`src/rtl/fifo_rd_packer_pkg.sv`:
```
// +------------------------------------------------------------------------+
// | Package : fifo_pack_pkg                                                |
// | Shared FSM encodings, default word geometry and fill-width helper.     |
// | Rev     : 1.0                                                          |
// +------------------------------------------------------------------------+
`default_nettype none

package fifo_pack_pkg;

  typedef enum logic [0:0] {
    FILL = 1'b0,
    XFER = 1'b1
  } pack_state_t;

  localparam int C_DATA_WIDTH = 8;
  localparam int C_PACK_NUM   = 4;
  localparam int C_WORD_W     = C_DATA_WIDTH * C_PACK_NUM;

  // Fill count must be able to hold the value PACK_NUM itself.
  function automatic int fill_w(input int pack_num);
    return $clog2(pack_num + 1);
  endfunction

endpackage

`default_nettype wire

```
`src/rtl/pack_out_reg.sv`:
```
// +------------------------------------------------------------------------+
// | Module : pack_out_reg                                                  |
// | Output holding register for the packed word with load/accept handshake.|
// | Optional m_keep mask under FIFO_PACK_FLUSH_EN.                         |
// | Rev    : 1.0                                                           |
// +------------------------------------------------------------------------+
`default_nettype none

module pack_out_reg #(
  parameter int WIDTH = 32
`ifdef FIFO_PACK_FLUSH_EN
  , parameter int KEEP_W = 4
`endif
) (
  input  logic              rdclk,
  input  logic              rd_rst_n,
  input  logic              load,
  input  logic [WIDTH-1:0]  load_data,
`ifdef FIFO_PACK_FLUSH_EN
  input  logic [KEEP_W-1:0] load_keep,
  output logic [KEEP_W-1:0] m_keep,
`endif
  input  logic              m_ready,
  output logic              m_valid,
  output logic [WIDTH-1:0]  m_data
);

  // The owner only raises load when the slot is free or being accepted,
  // so m_data never changes under a stalled beat.
  always_ff @(posedge rdclk or negedge rd_rst_n) begin
    if (!rd_rst_n) begin
      m_valid <= 1'b0;
      m_data  <= '0;
`ifdef FIFO_PACK_FLUSH_EN
      m_keep  <= '0;
`endif
    end else if (load) begin
      m_valid <= 1'b1;
      m_data  <= load_data;
`ifdef FIFO_PACK_FLUSH_EN
      m_keep  <= load_keep;
`endif
    end else if (m_ready) begin
      m_valid <= 1'b0;
    end
  end

endmodule

`default_nettype wire

```
`src/rtl/fifo_rd_packer.sv`:
```
// +------------------------------------------------------------------------+
// | Module : fifo_rd_packer                                                |
// | Pops FIFO entries and packs PACK_NUM of them into one valid/ready word.|
// | FIFO_PACK_FLUSH_EN adds m_keep and an idle-timeout partial flush.      |
// | Rev    : 1.0                                                           |
// +------------------------------------------------------------------------+
`default_nettype none

module fifo_rd_packer
  import fifo_pack_pkg::*;
#(
  parameter int DATA_WIDTH    = C_DATA_WIDTH,
  parameter int PACK_NUM      = C_PACK_NUM,
  parameter int FLUSH_TIMEOUT = 16
) (
  input  logic                           rdclk,
  input  logic                           rd_rst_n,
  input  logic                           fifo_empty,
  input  logic [DATA_WIDTH-1:0]          fifo_dout,
  output logic                           fifo_rd_en,
  output logic                           m_valid,
  input  logic                           m_ready,
  output logic [DATA_WIDTH*PACK_NUM-1:0] m_data,
`ifdef FIFO_PACK_FLUSH_EN
  output logic [PACK_NUM-1:0]            m_keep,
`endif
  output logic [15:0]                    word_cnt
);

  localparam int C_WIDTH_WORD = DATA_WIDTH * PACK_NUM;
  localparam int C_FILL_W     = fill_w(PACK_NUM);

  if (PACK_NUM < 2 || FLUSH_TIMEOUT < 1) begin : g_bad_param
    $error("fifo_rd_packer: PACK_NUM must be >= 2 and FLUSH_TIMEOUT >= 1");
  end

  pack_state_t               r_state;
  pack_state_t               w_state_nxt;
  logic [C_FILL_W-1:0]       r_fill;
  logic                      r_inflight;
  logic [C_WIDTH_WORD-1:0]   r_acc;
  logic [C_FILL_W:0]         w_pending;
  logic                      w_pop;
  logic                      w_full;
  logic                      w_go_xfer;
  logic                      w_load;

  // Entries already landed plus the one still in the FIFO output register.
  assign w_pending  = {1'b0, r_fill} + {{C_FILL_W{1'b0}}, r_inflight};
  assign fifo_rd_en = ~fifo_empty & (r_state == FILL)
                    & (w_pending < (C_FILL_W+1)'(PACK_NUM));
  assign w_pop      = fifo_rd_en & ~fifo_empty;
  assign w_full     = (r_fill == C_FILL_W'(PACK_NUM));

`ifdef FIFO_PACK_FLUSH_EN
  localparam int C_IDLE_W = $clog2(FLUSH_TIMEOUT + 1);

  logic [C_IDLE_W-1:0] r_idle;
  logic [PACK_NUM-1:0] w_keep;
  logic                w_flush;

  // A pop arriving on the timeout cycle wins, so no entry is in flight during XFER.
  assign w_flush   = (r_idle == C_IDLE_W'(FLUSH_TIMEOUT)) & ~w_pop;
  assign w_go_xfer = w_full | w_flush;

  always_comb begin
    w_keep = '0;
    for (int i = 0; i < PACK_NUM; i++) begin
      w_keep[i] = (C_FILL_W'(i) < r_fill);
    end
  end

  always_ff @(posedge rdclk or negedge rd_rst_n) begin
    if (!rd_rst_n) begin
      r_idle <= '0;
    end else if (w_pop || r_fill == '0 || r_state == XFER) begin
      r_idle <= '0;
    end else if (!r_inflight && fifo_empty && r_idle != C_IDLE_W'(FLUSH_TIMEOUT)) begin
      r_idle <= r_idle + C_IDLE_W'(1);
    end
  end
`else
  assign w_go_xfer = w_full;
`endif

  always_ff @(posedge rdclk or negedge rd_rst_n) begin
    if (!rd_rst_n) begin
      r_state <= FILL;
    end else begin
      r_state <= w_state_nxt;
    end
  end

  always_comb begin
    w_state_nxt = r_state;
    w_load      = 1'b0;
    case (r_state)
      FILL: begin
        if (w_go_xfer) w_state_nxt = XFER;
      end
      XFER: begin
        w_load = ~m_valid | m_ready;
        if (w_load) w_state_nxt = FILL;
      end
      default: w_state_nxt = FILL;
    endcase
  end

  // Accumulator is cleared on every load so a flushed partial word has zero tails.
  always_ff @(posedge rdclk or negedge rd_rst_n) begin
    if (!rd_rst_n) begin
      r_fill     <= '0;
      r_inflight <= 1'b0;
      r_acc      <= '0;
      word_cnt   <= '0;
    end else begin
      r_inflight <= w_pop;
      if (w_load) begin
        r_fill <= '0;
        r_acc  <= '0;
      end else if (r_inflight) begin
        for (int i = 0; i < PACK_NUM; i++) begin
          if (r_fill == C_FILL_W'(i)) r_acc[i*DATA_WIDTH +: DATA_WIDTH] <= fifo_dout;
        end
        r_fill <= r_fill + C_FILL_W'(1);
      end
      if (m_valid && m_ready) word_cnt <= word_cnt + 16'd1;
    end
  end

  pack_out_reg #(
    .WIDTH     (C_WIDTH_WORD)
`ifdef FIFO_PACK_FLUSH_EN
    , .KEEP_W  (PACK_NUM)
`endif
  ) u_out (
    .rdclk     (rdclk),
    .rd_rst_n  (rd_rst_n),
    .load      (w_load),
    .load_data (r_acc),
`ifdef FIFO_PACK_FLUSH_EN
    .load_keep (w_keep),
    .m_keep    (m_keep),
`endif
    .m_ready   (m_ready),
    .m_valid   (m_valid),
    .m_data    (m_data)
  );

endmodule

`default_nettype wire

```
`config.mk`:
```
export PLATFORM = sky130hd
export DESIGN_NAME = fifo_rd_packer
export DESIGN_NICKNAME = d
export VERILOG_FILES = /design/src/rtl/fifo_rd_packer_pkg.sv /design/src/rtl/pack_out_reg.sv /design/src/rtl/fifo_rd_packer.sv
export SDC_FILE = /design/constraint.sdc
export NUM_CORES = 1
export LEC_CHECK = 0
export ABC_CLOCK_PERIOD_IN_PS = 1300
export BUFFER_PORTS_ARGS = -buffer_cell sky130_fd_sc_hd__buf_2
export CAP_MARGIN = 10
export CORE_ASPECT_RATIO = 1.2
export CORE_MARGIN = 2
export CORE_UTILIZATION = 40
export CTS_CLUSTER_DIAMETER = 120
export DETAILED_ROUTE_END_ITERATION = 6
export PLACE_DENSITY = 0.63
export SYNTH_ARGS = -nofsm -noshare
export SYNTH_HDL_FRONTEND = slang
export SYNTH_SLANG_ARGS = --single-unit
```
`constraint.sdc`:
```
create_clock -name rdclk -period 1.3 [get_ports rdclk]
set_input_delay 0.195 -clock rdclk [delete_from_list [all_inputs] [get_ports rdclk]]
set_output_delay 0.195 -clock rdclk [all_outputs]
set_load 0.005 [all_outputs]
```
==> flow_summary.ini <==
[outcome]
status = finished, violations left
violations = setup timing

[run]
maxCapViolCount = 0

[critical_path]
crit_type = reg -> out
crit_arrival_ns = 1.27
cp_max_fo = 3
crit_path_start = r_inflight$_DFF_PN0_
rr_worst_depth = 8
worst-endpoint-required_ns = 1.11
cp-end-kind = primary output
regToRegStartpoint = r_fill[2]$_DFFE_PN0P_
critPathLaunchType = flop

[yosys]
synth_top_area_share_pct = 60.44
synth_ff_type = dfrtp_1
synth_area_leaders = dfrtp_1, nand2_1, nand3_1
synth-seq-cells = 86
syn_nets = 384
synth_area_sq_um = 3561
yosysTopAreaCell = dfrtp_1
avgSynthCellArea_sq_um = 9.729
synth-edff-count = 0
synthCells = 366
yosysSeqAreaShare_pct = 60.44
async_reset_ff_share_pct = 100.0
synth.most_common_cell = nand2_1
synthDistinctLibCells = 26
netlist_top_cells_count = nand2_1, dfrtp_1, nand3_1
yosys_warnings = 0

[sta]
fin_crit_ns = 1.463
rsz0062_at_grt = true
fin_crit_sh_pct = 112.6
final.setup_skew_ns = 0.008889
setup_viol = 34
max_freq_ghz = 0.6834
relSlewSlack_pct = 79.35
final-hold-violation-count = 0
setup_ws_ns = -0.1634
worst_pin_slew_ns = 0.3087
slew_violations = 0

[power_and_ir_drop]
pwr_density_cell_nw_per_um2 = 2118
p_leak_nw = 2.409
p_total_mw = 10.05
peakVddDrop_mv = 0.9807

[floorplan]
num_io_pins = 62
fp.dieH_um = 107.4
dieArea_sq_um = 9676
fp.coreArea_sq_um = 8611
start_util_pct = 41.35
dieWidth_um = 90.13
rows = 37

[global_routing]
grt_pass1_wl_um = 13320
antenna_found_initial = 0
grt_max_degree = 58
grt_pass1_vias = 2762
grt_usage_pct = 17.44
grt_overflow = 0

[final_layout]
fillCellCount = 797
area_growth_pct = 33.24
seqCellArea_sq_um = 2155
drive_gt1_share_pct = 34.12
diodes = 0
nets = 479
multi_input_area_sq_um = 1503
final_cell_area_sq_um = 4745

[clock_tree]
cts-root-buf = clkbuf_8
clock_path_buffers = 2
clock_sinks = 86
htree_num_levels = 3
path_clk_slew_ns = 0.08
clk_latency_ns = 0.35
cts_made_buffers = 9
cts_tree = built

[detailed_routing]
drt-initial-drc-count = 191
post_drt_via_cell_ratio = 4.973
drc = 0
detail_route.first_pass.iterations = 4
totalWireLength_um = 8381
wl_per_cell_um = 14.38
vias = 2899
detail-route-antenna-nets = 0

[placement]
place.gp.congestion = 0.8187
placed_area_sq_um = 4136
dp_hpwl_um = 5443
io_buffers = 61

[worst_hold_path]
min-delay-path-class = in -> reg
hold_start = fifo_empty
holdPathStages = 2
==> metrics by stage <==
step	utilization, %	hold WS, ns	TNS (ns)	setup slack [ns]	cells
floorplan	-	-0.1006	0	0.0003415	366
global placement	48.04	0.1831	-0.09960	-0.01653	547
detailed placement	48.04	0.1836	-0.7926	-0.07091	547
CTS	51.89	0.05326	-0.3863	-0.1503	571
global route	55.10	0.07433	-5.075	-0.2216	583
finish	55.10	0.08127	-2.648	-0.1634	583
==> path summary, 6_finish.rpt <==
kind                            slack, ns                       end
worst min register to register       0.46  word_cnt[15]$_DFFE_PN0P_
worst max-delay path                -0.16                fifo_rd_en
max in group asynchronous            0.68      r_acc[9]$_DFFE_PN0P_
min in group asynchronous            0.35   word_cnt[3]$_DFFE_PN0P_
worst min-delay path                 0.08      r_inflight$_DFF_PN0_
worst max register to register      -0.12     r_acc[31]$_DFFE_PN0P_
==> where the power goes <==
| group | internal (mW) | switching [mW] | leakage [nW] |
|---|---|---|---|
| clock | 0.885 | 0.902 | 0.0904 |
| combinational | 1.89 | 2.17 | 1.16 |
| sequential | 3.64 | 0.563 | 1.16 |
| total | 6.42 | 3.63 | 2.41 |
==> final cells by class <==
cell class	count	share of cell area, %
clock buffer	12	2.848
inverter	3	0.2901
tap	117	3.085
sequential	86	45.41
timing repair buffer	104	15.69
multi-input combinational	257	31.67
clock inverter	4	1.002
==> flip-flops by register name, summed over array words and instances, names as in the netlist <==
name           cells
r_inflight         1
r_fill             3
word_cnt          16
u_out.m_data      32
r_acc             32
r_state            1
u_out.m_valid      1
==> cell usage in the layout, fill, tap and decap left out, types with 2 or more instances in the layout <==
| master | n |
|---|---|
| dfrtp_1 | 84 |
| inv_1 | 2 |
| nor2_1 | 3 |
| nand3_2 | 3 |
| dfrtp_2 | 2 |
| ha_4 | 2 |
| nand3_4 | 6 |
| xnor2_1 | 14 |
| nand2_4 | 2 |
| buf_2 | 60 |
| nand2b_1 | 2 |
| clkinv_2 | 2 |
| ha_2 | 2 |
| and2_1 | 2 |
| a21oi_1 | 24 |
| buf_6 | 5 |
| nand3_1 | 28 |
| clkbuf_8 | 9 |
| ha_1 | 2 |
| xor2_1 | 2 |
| buf_12 | 6 |
| nand4_1 | 3 |
| nand2_1 | 135 |
| nand2_2 | 2 |
| buf_4 | 31 |
| clkbuf_1 | 3 |
| a21oi_2 | 9 |
| and3_4 | 4 |
==> kinds of logic after synthesis <==
family                     share of synthesized area (%)
DFF                                                60.44
xor gates and xnor gates                           3.936
adders and majority gates                          2.108
AOI/OAI and AO/OA                                  4.638
and+or+nand+nor                                    24.35
muxes                                             0.9135
buffers and inverters                              3.619
==> critical path, cell delays in order (launching register included) <==
cell and delay (ns):
dfrtp_1 0.42, and3_4 0.22, nor4_4 0.13, buf_2 0.15
==> layer usage <==
metal | part of all wire (%) | track usage (%) | vias to the layer above
li1 | - | - | 1377
met1 | 42 | 22.03 | 1422
met2 | 50 | 28.36 | 84
met3 | 4.8 | 3.501 | 16
met4 | 2.5 | 9.451 | 0
met5 | 0 | 0 | -
==> timing repair <==
item / 4_1_cts / 5_1_grt
hold buffers: 1 / 0
cloned: 0 / 1
endpoints found under the setup margin: 32 / 66
gates resized for setup: 20 / 37
endpoints found under the hold margin: 86 / 0
pin swaps: 4 / 13
setup buffers: 7 / 11
No activity file was read; power rests on OpenSTA's default activity.
